===== config.mk =====
export PLATFORM = sky130hd
export DESIGN_NAME = mem_access_unit
export DESIGN_NICKNAME = d
export VERILOG_FILES = /design/src/rtl/mem_access_unit.sv
export SDC_FILE = /design/constraint.sdc
export NUM_CORES = 1
export LEC_CHECK = 0
export CORE_AREA = 2 2 130 132
export CTS_BUF_LIST = sky130_fd_sc_hd__clkbuf_16
export CTS_CLUSTER_DIAMETER = 30
export DETAILED_ROUTE_END_ITERATION = 10
export DIE_AREA = 0 0 132 134
export MAX_ROUTING_LAYER = met4
export PLACE_DENSITY = 0.86
export REMOVE_ABC_BUFFERS = 1
export SYNTH_ARGS = -nofsm -noshare
export SYNTH_HDL_FRONTEND = slang
export SYNTH_SLANG_ARGS = --single-unit

===== constraint.sdc =====
create_clock -name clk -period 4.47 [get_ports clk]
set_clock_uncertainty 0.15 [all_clocks]
set_input_delay 0.894 -clock clk [delete_from_list [all_inputs] [get_ports clk]]
set_output_delay 0.894 -clock clk [all_outputs]
set_load 0.05 [all_outputs]

===== src/rtl/mem_access_unit.sv =====
// MEM-stage load/store unit: drives the byte-addressed data SRAM, extracts and
// extends load data, and holds the MEM/WB pipeline register plus event counters.
module mem_access_unit #(
  parameter int unsigned ADDR_W      = 16,
  parameter int unsigned ALIGN_CHECK = 0
) (
  input  logic              clk,
  input  logic              rst_n,
  input  logic              ex_valid,
  input  logic              ex_mem_read,
  input  logic              ex_mem_write,
  input  logic [2:0]        ex_funct3,
  input  logic [31:0]       ex_addr,
  input  logic [31:0]       ex_store_data,
  input  logic [31:0]       ex_alu_result,
  input  logic [4:0]        ex_rd,
  input  logic              ex_reg_write,
  input  logic              stall,
  input  logic              flush,
  output logic [3:0]        sram_w_en,
  output logic [ADDR_W-1:0] sram_address,
  output logic [31:0]       sram_wdata,
  input  logic [31:0]       sram_rdata,
  output logic              wb_valid,
  output logic [4:0]        wb_rd,
  output logic              wb_reg_write,
  output logic [31:0]       wb_data,
  output logic              wb_fault,
  output logic [31:0]       load_cnt,
  output logic [31:0]       store_cnt,
  output logic [31:0]       fault_cnt
);

  localparam logic [2:0] F3B  = 3'b000;
  localparam logic [2:0] F3H  = 3'b001;
  localparam logic [2:0] F3W  = 3'b010;
  localparam logic [2:0] F3BU = 3'b100;
  localparam logic [2:0] F3HU = 3'b101;

  logic        illegal_f3;
  logic        misalign;
  logic        fault;
  logic        advance;
  logic        live;
  logic [3:0]  st_mask;
  logic [31:0] load_data;

  logic        wb_valid_q;
  logic [4:0]  wb_rd_q;
  logic        wb_reg_write_q;
  logic [31:0] wb_data_q;
  logic        wb_fault_q;
  logic [31:0] load_cnt_q;
  logic [31:0] store_cnt_q;
  logic [31:0] fault_cnt_q;

  // Upper address bits are beyond the SRAM and deliberately ignored.
  if (ADDR_W < 32) begin : g_addr_unused
    logic unused_addr;
    assign unused_addr = ^ex_addr[31:ADDR_W];
  end

  assign sram_address = ex_addr[ADDR_W-1:0];
  assign sram_wdata   = ex_store_data;

  // Decode access size: store byte mask, funct3 legality and alignment.
  always_comb begin
    st_mask    = 4'b0000;
    illegal_f3 = 1'b0;
    misalign   = 1'b0;
    case (ex_funct3)
      F3B: st_mask = 4'b0001;
      F3H: begin
        st_mask  = 4'b0011;
        misalign = ex_addr[0];
      end
      F3W: begin
        st_mask  = 4'b1111;
        misalign = |ex_addr[1:0];
      end
      F3BU: illegal_f3 = ex_mem_write;
      F3HU: begin
        illegal_f3 = ex_mem_write;
        misalign   = ex_addr[0];
      end
      default: illegal_f3 = 1'b1;
    endcase
    if (ALIGN_CHECK == 0) misalign = 1'b0;
  end

  assign fault = ex_valid & (ex_mem_read | ex_mem_write) &
                 (illegal_f3 | (ex_mem_read & ex_mem_write) | misalign);

  // A faulted, stalled or flushed store must never reach the SRAM.
  assign sram_w_en = (ex_valid & ex_mem_write & ~stall & ~flush & ~fault) ? st_mask : 4'b0000;

  // Extract the addressed bytes from the low end of the read word and extend.
  always_comb begin
    load_data = sram_rdata;
    case (ex_funct3)
      F3B:     load_data = {{24{sram_rdata[7]}}, sram_rdata[7:0]};
      F3H:     load_data = {{16{sram_rdata[15]}}, sram_rdata[15:0]};
      F3BU:    load_data = {24'd0, sram_rdata[7:0]};
      F3HU:    load_data = {16'd0, sram_rdata[15:0]};
      default: load_data = sram_rdata;
    endcase
  end

  assign advance = ~stall;
  assign live    = ex_valid & ~flush;

  // MEM/WB register and event counters; everything holds while stalled.
  always_ff @(posedge clk or negedge rst_n) begin
    if (!rst_n) begin
      wb_valid_q     <= 1'b0;
      wb_rd_q        <= 5'd0;
      wb_reg_write_q <= 1'b0;
      wb_data_q      <= 32'd0;
      wb_fault_q     <= 1'b0;
      load_cnt_q     <= 32'd0;
      store_cnt_q    <= 32'd0;
      fault_cnt_q    <= 32'd0;
    end else if (advance) begin
      wb_valid_q     <= live;
      wb_rd_q        <= ex_rd;
      wb_reg_write_q <= live & ex_reg_write & ~fault;
      wb_data_q      <= ex_mem_read ? load_data : ex_alu_result;
      wb_fault_q     <= fault & ~flush;
      if (live) begin
        if (fault) begin
          fault_cnt_q <= fault_cnt_q + 32'd1;
        end else if (ex_mem_read) begin
          load_cnt_q <= load_cnt_q + 32'd1;
        end else if (ex_mem_write) begin
          store_cnt_q <= store_cnt_q + 32'd1;
        end
      end
    end
  end

  assign wb_valid     = wb_valid_q;
  assign wb_rd        = wb_rd_q;
  assign wb_reg_write = wb_reg_write_q;
  assign wb_data      = wb_data_q;
  assign wb_fault     = wb_fault_q;
  assign load_cnt     = load_cnt_q;
  assign store_cnt    = store_cnt_q;
  assign fault_cnt    = fault_cnt_q;

endmodule


* After elaboration in Yosys (flattened, before gate mapping) *
Index checks and enable logic that the tools add are counted.

word-level totals
  register bits after elaboration = 136
  input port bits = 144
  output and inout bits = 188
  word-level logic and storage cells = 43

cells by class
  add/subtract/negate cells = 3
  equality and inequality tests = 4
  mux-type cells = 5
  bitwise logic cells = 17
  reduce and logical (&&, ||, !) cells = 6

operator list
  operator                                       count
  one-hot mux 32 bit (4 select lines)            1
  adder 32 x 1 -> 32 bit, second input constant  3
  2-to-1 mux 32 bit                              1
  one-hot mux 4 bit (3 select lines)             1
  bitwise AND 1 bit                              11
  == test 3 bit, second input constant           2
  AND reduction 5 bit                            1
  2-to-1 mux 4 bit                               1
  inverter 1 bit                                 4
  AND reduction 4 bit                            1
  == test 3 x 1 -> 1 bit, second input constant  1
  == test 3 x 2 -> 1 bit, second input constant  1
  logical NOT 3 bit                              1
  AND reduction 3 bit                            1
  OR reduction 3 bit                             1
  OR 1 bit                                       2
  one-hot mux 1 bit (2 select lines)             1
  OR reduction 2 bit                             1

* Logic depth before layout (Yosys ltp) *
  depth in word-level cells = 8
  gate-level depth with buffers = 7
  mapped depth without buffers = 6

* Worst setup path before layout *
No wires, ideal clock.

  path kind = input port to output port
  start point = in ex_funct3[0]
  end point = out sram_w_en[3]
  data arrival time = 3.191 ns
  data required time = 3.426 ns
  setup slack = 0.235 ns
  cell stages on the path = 6
  path buffers = 3
  cells stage by stage = clkbuf_2 -> a22oi_2 -> nand4_1 -> clkbuf_1 -> nor3_1 -> buf_4

between the ends
  cells in the longest elaborated chain, start to end = 8
  elaborated cells between the ends (all ways) = 14
  classes of those cells = eq/ne: 4; mux: 3; bitwise: 4; reduce/logical: 3

ends and longest elaborated chain
  element                                                                           RTL line  source
  start: declaration                                                                12        input logic [2:0] ex_funct3,
  == test 3 x 1 -> 1 bit (tied with other cells)                                    -
  OR reduction 3 bit (no source line) / OR reduction 2 bit (equally long branches)  -
  one-hot mux 1 bit (2 select lines)                                                71        case (ex_funct3)
  OR 1 bit                                                                          92        (illegal_f3 | (ex_mem_read & ex_mem_write) | misalign);
  bitwise AND 1 bit                                                                 91        assign fault = ex_valid & (ex_mem_read | ex_mem_write) &
  inverter 1 bit (no source line)                                                   -
  bitwise AND 1 bit                                                                 95        assign sram_w_en = (ex_valid & ex_mem_write & ~stall & ~flush & ~fault) ? st_mask : 4'b0000;
  2-to-1 mux 4 bit (*)                                                              95
  end: declaration                                                                  20        output logic [3:0] sram_w_en,

Mark *: on every way between the ends. The rest lies on a longest branch, timed or not.

* Worst setup path in the final report *
  start point = in ex_mem_write
  end point = out sram_w_en[0]

between the ends
  cells in the longest elaborated chain, start to end = 6
  elaborated cells between the ends (all ways) = 12
  classes of those cells = mux: 2; bitwise: 10

ends and longest elaborated chain
  element                                                     RTL line  source
  start: declaration                                          11        input logic ex_mem_write,
  one-hot mux 1 bit (2 select lines) (tied with other cells)  71
  OR 1 bit / bitwise AND 1 bit (equally long branches)        92, 91
  bitwise AND 1 bit                                           91
  inverter 1 bit (no source line)                             -
  bitwise AND 1 bit (*)                                       95
  2-to-1 mux 4 bit (*)                                        95

Marks and branches as above.

==> metrics.yaml <==
required_ns: 3.43
synthTopCellsByArea: "dfrtp_1, xnor2_1, buf_4"
post_cts_buffers: 0
synth.ff_latch_count: 136
die_w_um: 132
synth-edff-count: 0
synth_top_area_share_pct: 50.9
power_density_nw_per_um2: 353
drc: 0
grt_usage_pct: 28.8
vias_per_cell: 5.32
ir_worst_vdd_mv: 0.281
syn_area_um2: 6680
synth_top_area_cell: "dfrtp_1"
fin_cells: 1058
crit_path_end_kind: "output port"
cts_tree: "done"
clk_pin_slew_worst_paths_ns: 0.06
root_buffer: "clkbuf_16"
final_common_cell: "clkdlybuf4s50_1"
rows: 47
cp-startpoint: "ex_mem_write"
fin_area_um2: 9310
setup_violations: 0
nFillCells: 1380
htree_levels: 4
rr_worst_depth: 5
syn_to_final_growth_pct: 39.3
hold_ws_ns: 0.322
status: "finished, final reports clean"
gp_congestion: 0.870
vias: 5627
maxSlewHeadroom_pct: 40.5
ys_seq_area_share_pct: 50.9
antenna_found_initial: 1
r2r-start: "store_cnt[8]"
dieArea_um2: 17700
syn_inst: 649
startpoint_type: "input port"
numPortBuffers: 219
ctsResizeCount: 0
grt_pass1_wl_um: 36000
wl_um: 24700
rsz0062_at_grt: "false"
fmax_mhz: 275
holdBufCountCts: 0
firstDrtPassIters: 5
yosysWarnings: 0
holdCritStartpoint: "load_cnt[31]"
drtIter0Drc: 349
dieHeight_um: 134
min_period_over_period_pct: 81.2
grt_pass1_vias: 5539
core_area_um2: 16300
synth.avg_cell_area_um2: 10.3
hp-class: "reg -> reg"
cts_buffer_depth: 2
synth_ff_type: "dfrtp_1"
grt_max_degree: 97
layout_common_cells: "clkdlybuf4s50_1, dfrtp_1, nand2_1"
synthDistinctLibCells: 48
arrival_ns: 2.59
leakage_nw: 4.00
max-cap-violations: 0
cts_made_buffers: 17
io-pin-count: 332
path_max_fanout: 12
place_ws_ns: 0.846
nets: 973
maxSlewViolCount: 0
place_area_um2: 8820
layout_setup_ws_ns: 0.839
hold_depth: 1
place_hpwl_um: 18900
cts.sinks: 136
worst_pin_slew_ns: 0.892
routedWlPerCell_um: 23.3
start_util_pct: 41.0
layout_min_cycle_time_ns: 3.63
critPathKind: "in -> out"
postRouteAntennaNets: 0
finalHoldViolCount: 0
post-route-util_pct: 57.2
clk-insertion-delay-late_ns: 0.42
async_reset_ff_share_pct: 100
dp_cells: 1027
overflow: 0
drive_gt1_share_pct: 7.41
==> final timing paths <==
kind / endpoint / slack, ns
max in group asynchronous: fault_cnt[7] / 2.91
hold reg to reg: load_cnt[31] / 0.32
min in group asynchronous: store_cnt[12] / 0.43
hold / removal: load_cnt[31] / 0.32
setup reg to reg: store_cnt[27] / 2.17
setup / recovery: sram_w_en[0] / 0.84
==> cells in the mapped netlist, drive strengths merged (2+ instances only) <==
library cell,n
and4,6
nor2b,2
xnor2,58
nand4b,2
inv,7
o21ai,34
nand3,33
or3,3
nor4b,2
nand2,69
or4,2
dfrtp,136
mux2,7
and3,9
o31ai,17
nand3b,10
ha,3
xor2,36
nor3,23
buf,55
a21oi,16
a211o,2
clkbuf,18
nor2,37
or4b,2
nor4,7
mux2i,9
and2,5
nand4,30
==> state kept, by name (all words and copies together) (netlist names) <==
register      flops
wb_data          32
wb_fault          1
load_cnt         32
store_cnt        32
wb_rd             5
wb_valid          1
wb_reg_write      1
fault_cnt        32
==> metrics by stage <==
step | total power (W) | setup TNS, ns
CTS | 0.00331 | 0
global route | 0.00342 | 0
global placement | 0.00210 | 0
floorplan | 0.00176 | -0.626
detailed placement | 0.00211 | 0
finish | 0.00329 | 0
==> logic make-up after synthesis <==
group	synth area share, %
XOR/XNOR	12.3
flip-flops	50.9
adder cells (fa/ha/maj)	0.562
multiplexers	2.53
buffers and inverters	7.30
AO/OA/AOI/OAI	6.59
AND/OR/NAND/NOR	19.8
==> worst max-delay path, stage by stage <==
cell             delay (ns)
clkdlybuf4s50_1        0.55
a22oi_2                0.33
nand4_1                0.18
buf_4                  0.24
inv_1                  0.22
buf_12                 0.17
==> layout make-up <==
class / count / area (µm²) / area share (%)
Tap cell: 220 / 275 / 2.96
Multi-Input combinational cell: 433 / 2800 / 30.0
Sequential cell: 136 / 3400 / 36.5
Antenna cell: 1 / 2.50 / 0.0269
Clock inverter: 13 / 68.8 / 0.739
Timing Repair Buffer: 231 / 2310 / 24.8
Clock buffer: 17 / 425 / 4.57
Inverter: 7 / 26.3 / 0.282
==> where the power goes <==
group          switching, W  total [W]  leakage (nW)  internal, W
Sequential        0.0000743    0.00138          1.81      0.00131
Combinational      0.000454   0.000710          1.95     0.000256
Clock              0.000513    0.00120         0.241     0.000685
==> per-layer routing <==
metal | wire [µm] | global-route usage (%) | up-vias
li1 | - | - | 2569
met1 | 9190 | 31.4 | 2714
met2 | 10400 | 39.5 | 314
met3 | 4680 | 24.4 | 30
met4 | 398 | 7.25 | 0
met5 | 0 | - | -
(Power assumes the default switching activity.)
